`src/rtl/ram_unit_be.sv`:
```
// Dual-port RAM (data + instruction port) with per-lane byte enables,
// optional registered read and a hardware clear sequencer that zeroes the array.
module ram_unit_be #(
    parameter int A      = 8,
    parameter int D      = 8,
    parameter int LANE   = 8,
    parameter int RD_REG = 0,
    parameter int PRIO   = 0
) (
    input  logic                 clk,
    input  logic                 rst_n,
    input  logic                 clear,
    output logic                 busy,
    input  logic [A-1:0]         address,
    input  logic [D-1:0]         dbusi,
    output logic [D-1:0]         dbuso,
    input  logic                 ce,
    input  logic                 we,
    input  logic [D/LANE-1:0]    be,
    input  logic [A-1:0]         iaddress,
    input  logic [D-1:0]         idbusi,
    output logic [D-1:0]         idbuso,
    input  logic                 ice,
    input  logic                 iwe,
    input  logic [D/LANE-1:0]    ibe
);

    localparam int NL    = D / LANE;
    localparam int DEPTH = 2 ** A;
    localparam bit IPRIO = (PRIO != 0);

    typedef enum logic {
        CLEAR = 1'b0,
        IDLE  = 1'b1
    } state_t;

    state_t         r_state;
    state_t         w_nextState;
    logic [A-1:0]   r_clrPtr;
    logic [A-1:0]   w_nextPtr;
    logic           w_busy;
    logic           w_sameAddr;
    logic           w_dWr;
    logic           w_iWr;
    logic [NL-1:0]  w_dLane;
    logic [NL-1:0]  w_iLane;
    logic [D-1:0]   r_mem [0:DEPTH-1];

    always_ff @(posedge clk or negedge rst_n) begin
        if (!rst_n) begin
            r_state  <= CLEAR;
            r_clrPtr <= '0;
        end else begin
            r_state  <= w_nextState;
            r_clrPtr <= w_nextPtr;
        end
    end

    // Clear walks every address once; a clear request is only honoured from IDLE.
    always_comb begin
        w_nextState = r_state;
        w_nextPtr   = r_clrPtr;
        case (r_state)
            CLEAR: begin
                w_nextPtr = r_clrPtr + A'(1);
                if (r_clrPtr == {A{1'b1}}) begin
                    w_nextState = IDLE;
                end
            end
            IDLE: begin
                if (clear) begin
                    w_nextState = CLEAR;
                    w_nextPtr   = '0;
                end
            end
            default: begin
                w_nextState = CLEAR;
                w_nextPtr   = '0;
            end
        endcase
    end

    assign w_busy = (r_state == CLEAR);
    assign busy   = w_busy;

    // Per-lane collision resolution: a lane both ports enable goes to the PRIO winner only.
    always_comb begin
        w_sameAddr = (address == iaddress);
        w_dWr      = ce & we;
        w_iWr      = ice & iwe;
        w_dLane    = '0;
        w_iLane    = '0;
        for (int k = 0; k < NL; k++) begin
            w_dLane[k] = w_dWr & be[k]  & ~(w_sameAddr & w_iWr & ibe[k] & IPRIO);
            w_iLane[k] = w_iWr & ibe[k] & ~(w_sameAddr & w_dWr & be[k]  & ~IPRIO);
        end
    end

    always_ff @(posedge clk) begin
        if (w_busy) begin
            r_mem[r_clrPtr] <= '0;
        end else if (!clear) begin
            for (int k = 0; k < NL; k++) begin
                if (w_dLane[k]) begin
                    r_mem[address][k*LANE +: LANE] <= dbusi[k*LANE +: LANE];
                end
                if (w_iLane[k]) begin
                    r_mem[iaddress][k*LANE +: LANE] <= idbusi[k*LANE +: LANE];
                end
            end
        end
    end

    generate
        if (RD_REG != 0) begin : g_regRead
            logic [D-1:0] r_dbuso;
            logic [D-1:0] r_idbuso;

            // Registered reads sample the array before this edge's writes land.
            always_ff @(posedge clk or negedge rst_n) begin
                if (!rst_n) begin
                    r_dbuso  <= '0;
                    r_idbuso <= '0;
                end else if (w_busy) begin
                    r_dbuso  <= '0;
                    r_idbuso <= '0;
                end else begin
                    if (ce) begin
                        r_dbuso <= r_mem[address];
                    end
                    if (ice) begin
                        r_idbuso <= r_mem[iaddress];
                    end
                end
            end

            assign dbuso  = r_dbuso;
            assign idbuso = r_idbuso;
        end else begin : g_combRead
            assign dbuso  = w_busy ? '0 : r_mem[address];
            assign idbuso = w_busy ? '0 : r_mem[iaddress];
        end
    endgenerate

endmodule

```
`config.mk`:
```
export PLATFORM = sky130hd
export DESIGN_NAME = ram_unit_be
export DESIGN_NICKNAME = d
export VERILOG_FILES = /design/src/rtl/ram_unit_be.sv
export SDC_FILE = /design/constraint.sdc
export NUM_CORES = 2
export LEC_CHECK = 0
export CORE_MARGIN = 2
export CORE_UTILIZATION = 48
export DETAILED_ROUTE_END_ITERATION = 10
export SLEW_MARGIN = 20
export SYNTH_ARGS = -nofsm -noshare
export SYNTH_HDL_FRONTEND = slang
export SYNTH_SLANG_ARGS = --single-unit
```
`constraint.sdc`:
```
create_clock -name clk -period 4.1 [get_ports clk]
set_input_delay 0.82 -clock clk [delete_from_list [all_inputs] [get_ports clk]]
set_output_delay 0.82 -clock clk [all_outputs]
set_load 0.01 [all_outputs]
```
After elaboration in Yosys (flattened, before gate mapping) --
Memories as Yosys holds them, arrays and structs flattened. Cells that the tools add are included.
Storage, ports and cells: register bits 9, latch bits 0, memory bits (writable) 2048, ROM bits 0, input port bits 41, output and inout bits 17, logic and storage cells 36, memories kept 1
Cells by class: add/sub/neg operators 1, $mul 0, divide/modulo/power cells 0, order comparisons 0, eq/ne operators 3, shifts and indexed selects 0, muxes and demuxes 19, bitwise operators 9, reduce and logical (&&, ||, !) cells 1
Memories:
- r_mem | words 256, width 8, rd ports 2, clocked after memory_dff 0, write ports 2, line 47 | logic [D-1:0] r_mem [0:DEPTH-1];
Operators with widths (count):
- $mux 8 | 5
- $pmux 8 s2 | 1
- $mux 1 | 12
- $add 8x1->8 const B | 1
- $eq 8x8->1 | 1
- $eq 8x8->1 const B | 1
- $reduce_or 8->1 | 1
- $and 1x1->1 | 7
- $ne 2x2->1 const B | 1
- $not 1->1 | 2
- $pmux 1 s2 | 1

Logic depth before layout (Yosys ltp) --
word-level depth 9, depth in mapped cells 13, gate-level depth less buffers 7

Worst setup path before layout --
No wires, ideal clock.
path type input to output, start point input iaddress[0], end point output idbuso[3], arrival 2.872 ns, required time 3.280 ns, setup slack 0.408 ns, stages 10, path buffers 4, path through buf_6 buf_12 buf_6 buf_2 mux4_2 a22oi_1 o22ai_1 nor4_1 nand3_1 a32o_1
Between the ends: word-level cells in the longest chain between the ends 2
Ends and longest elaborated chain:
- from (decl) | line 20 | input logic [A-1:0] iaddress,
- $mem_v2 256x8
- $mux 8 | line 141 | assign idbuso = w_busy ? '0 : r_mem[iaddress];
- to (decl) | line 22 | output logic [D-1:0] idbuso,
Every way passes these cells.

Worst setup path after layout --
start point input iaddress[0], end point output idbuso[2]
The elaborated chain is that of the path after synthesis.

==> run_results.csv <==
group,metric,value,unit
logic_synthesis,synth_simple_gate_area_frac,0.0431,
final_layout,fillers,20500,
drt,wl_met3,81500,um
logic_synthesis,synth-xor-area-share,0.000762,
run_status,violations,"negative setup slack",
die,core_area,262000,um2
run_status,outcome,"finished, violations left",
hold_path,hold_class,"in -> async",
die,die_area,267000,um2
logic_synthesis,synth-compound-area-share,0.0516,
pwr,p_leak,0.0599,uW
setup_path,cp-end-kind,"primary output",
drt,wl_met2,253000,um
drt,wirelength,595000,um
global_route,antenna_found_initial,41,
cts,clkSlewWorstSetupHoldPaths,0.07,ns
die,die_w,517,um
setup_path,startpoint,"iaddress[0]",
cts,cts_tree,"yes",
drt,wl_per_cell,45.3,um
timing,max_freq,195,MHz
setup_path,r2r_cells,8,
die,die_h,517,um
placement,place_ws,-2.35,ns
logic_synthesis,ys_seq_area_frac,0.488,
setup_path,worstPathArrival,4.32,ns
timing,skew,0.0846,ns
placement,gp_congestion,1.08,
die,ios,58,
setup_path,start_kind,"input pin",
final_layout,drive_gt1_frac,0.599,
timing,maxSlewViolCount,0,
logic_synthesis,synth_edf_count,2048,
timing,hold_violations,0,
timing,finalCriticalPeriod,5.14,ns
final_layout,syn2layout_area_growth,23.2,%
setup_path,endpoint,"idbuso[2]",
cts,cts_root_buffer,"clkbuf_16",
die,rows,188,
global_route,grt_max_degree,107,
drt,drc,0,
job,drv_cap,0,
setup_path,timing.rr.end,"r_mem[244][3]",
timing,worst_pin_slew,1.19,ns
timing,report.final.setup_viol,16,
global_route,grt_pass1_vias,91600,
placement,dpl.hpwl,425000,um
logic_synthesis,ys_ff_latch,2057,
logic_synthesis,yosys-mux-area-fraction,0.376,
timing,period_share,1.25,
logic_synthesis,synth_top_family_by_area,"multiplexers",
drt,drt_iter0_drc,15700,
cts,clock_latency,0.96,ns
setup_path,path_max_fanout,8,
logic_synthesis,ys_types,85,
setup_path,r2r_start,"r_state",
final_layout,regArea,61700,um2
logic_synthesis,synth.avg_cell_area,15.4,um2
final_layout,nets,9445,
global_route,track_usage,0.439,
timing,rsz0062_at_grt,"true",
logic_synthesis,synth_adder_area_share,0.0000990,
cts,h-tree-depth,4,
logic_synthesis,ys_warn_count,0,
cts,clock_sinks,2057,
logic_synthesis,syn_area,126000,um2
pwr,ir_worst_vdd,0.000407,V
final_layout,final_cell_mix,"mux2_2 (2,059), edfxtp_1 (2,048), buf_4 (1,422)",
logic_synthesis,synth_fp_nets,8257,
die,initial_utilization,0.482,
drt,firstDrtPassIters,8,
timing,worst_slack,-1.04,ns
placement,io_buffers,57,
timing,setup_tns,-9.16,ns
logic_synthesis,synth-main-ff-cell,"edfxtp_1",
final_layout,multi_input_area,61400,um2
logic_synthesis,synth-async-reset-ratio,0.00438,
pwr,finalPower,53700,uW
cts,cts_buffers,242,
drt,num_vias,96000,
global_route,overflow,0,
drt,highest_layer,"met5",
global_route,grt_pass1_wl,799000,um
cts,clock_path_buffers,4,
drt,viasPerCell,7.31,
logic_synthesis,synthCells,8215,
timing,whs,0.195,ns
placement,dp.cells,12500,
setup_path,r2r_slack,0.11,ns
drt,wl_met1,213000,um
setup_path,crit_type,"in -> out",
cts,hold_buffers,0,
pwr,p_per_area,345,nW/um2
timing,slew_headroom,0.209,
final_layout,final_common_cell,"mux2_2",
drt,ant_nets,0,
setup_path,cp.required,3.28,ns
final_layout,stdcell_count,13100,
==> per-layer routing <==
| layer | global-route usage | vias to the layer above |
|---|---|---|
| met5 | 0 | - |
| met4 | 0.276 | 22 |
| met3 | 0.153 | 1763 |
| met2 | 0.634 | 7787 |
| met1 | 0.564 | 50200 |
| li1 | - | 36200 |
==> cell usage after synthesis, types with 48 or more instances <==
| master | count | area share |
|---|---|---|
| nor2_2 | 86 | 0.0043 |
| buf_4 | 87 | 0.0052 |
| buf_2 | 187 | 0.0074 |
| nor2_4 | 160 | 0.014 |
| nor3_1 | 48 | 0.0019 |
| clkbuf_1 | 603 | 0.018 |
| buf_6 | 70 | 0.0062 |
| a22oi_1 | 128 | 0.0076 |
| nand3_1 | 78 | 0.0031 |
| mux4_2 | 853 | 0.15 |
| mux4_1 | 50 | 0.010 |
| edfxtp_1 | 2048 | 0.49 |
| nor2_1 | 110 | 0.0033 |
| a21oi_1 | 92 | 0.0036 |
| o21ai_0 | 86 | 0.0034 |
| nand2_1 | 179 | 0.0053 |
| mux2i_1 | 373 | 0.030 |
| o22ai_1 | 342 | 0.017 |
| o221ai_1 | 113 | 0.0078 |
| mux2_2 | 2061 | 0.18 |
==> state kept, by name, indices dropped and copies added (netlist names) <==
register  flops
r_clrPtr      8
r_mem      2048
r_state       1
==> where the power goes <==
part	internal [uW]	switching (uW)
clock	12800	9340
sequential	23100	177
combinational	2910	5330
==> worst max-delay path, cell delays in order <==
cell and delay, ns:
buf_16 0.14, buf_4 0.15, buf_4 0.26, mux4_2 0.53
mux2_2 0.38, a32oi_2 0.18, buf_4 0.17, nand2_4 0.06
a21oi_4 0.26, nand4_1 0.55, o31a_1 0.59, buf_2 0.20
==> what timing repair did <==
item                       CTS  global route
pin swaps                  125            82
gates cloned                22             2
gates resized for setup    505           125
setup buffers              129            58
setup endpoints to repair   16            16
==> kinds of logic (layout without fill, tap and decap cells) <==
logic type,Yosys count,in the layout
other,0,36
AO/OA/AOI/OAI,946,946
flip-flops,2057,2057
XOR/XNOR,11,11
adder cells (fa/ha/maj),1,1
AND/OR/NAND/NOR,848,848
multiplexers,3340,3340
buffers and inverters,1012,2380
==> per-stage QoR <==
| stage | area [um2] | util |
|---|---|---|
| 6_report | 156000 | 0.594 |
| 5_1_grt | 156000 | 0.594 |
| 4_1_cts | 155000 | 0.590 |
| 3_5_place_dp | 143000 | 0.547 |
| 3_3_place_gp | 143000 | 0.547 |
| 2_1_floorplan | 126000 | - |
==> how the worst min path moves through the flow <==
| stage | startpoint | endpoint | slack [ns] | cells past startpoint |
|---|---|---|---|---|
| 2_1_floorplan | r_clrPtr[7] | r_clrPtr[7] | 0.51 | 1 |
| 3_3_place_gp | r_clrPtr[7] | r_clrPtr[7] | 0.57 | 1 |
| 3_5_place_dp | r_clrPtr[7] | r_clrPtr[7] | 0.58 | 1 |
| 4_1_cts | rst_n | r_clrPtr[5] | 0.18 | 1 |
| 5_1_grt | rst_n | r_clrPtr[5] | 0.22 | 1 |
| 6_report | rst_n | r_clrPtr[5] | 0.20 | 1 |
==> cell type report <==
type,instances,area share
Tap cell,3515,0.0282
Clock buffer,285,0.0401
Inverter,16,0.000474
Clock inverter,139,0.00988
Antenna cell,36,0.000579
Timing Repair Buffer,1940,0.130
Sequential cell,2057,0.396
Multi-Input combinational cell,5146,0.394
Power figures use the tool's default switching activity.
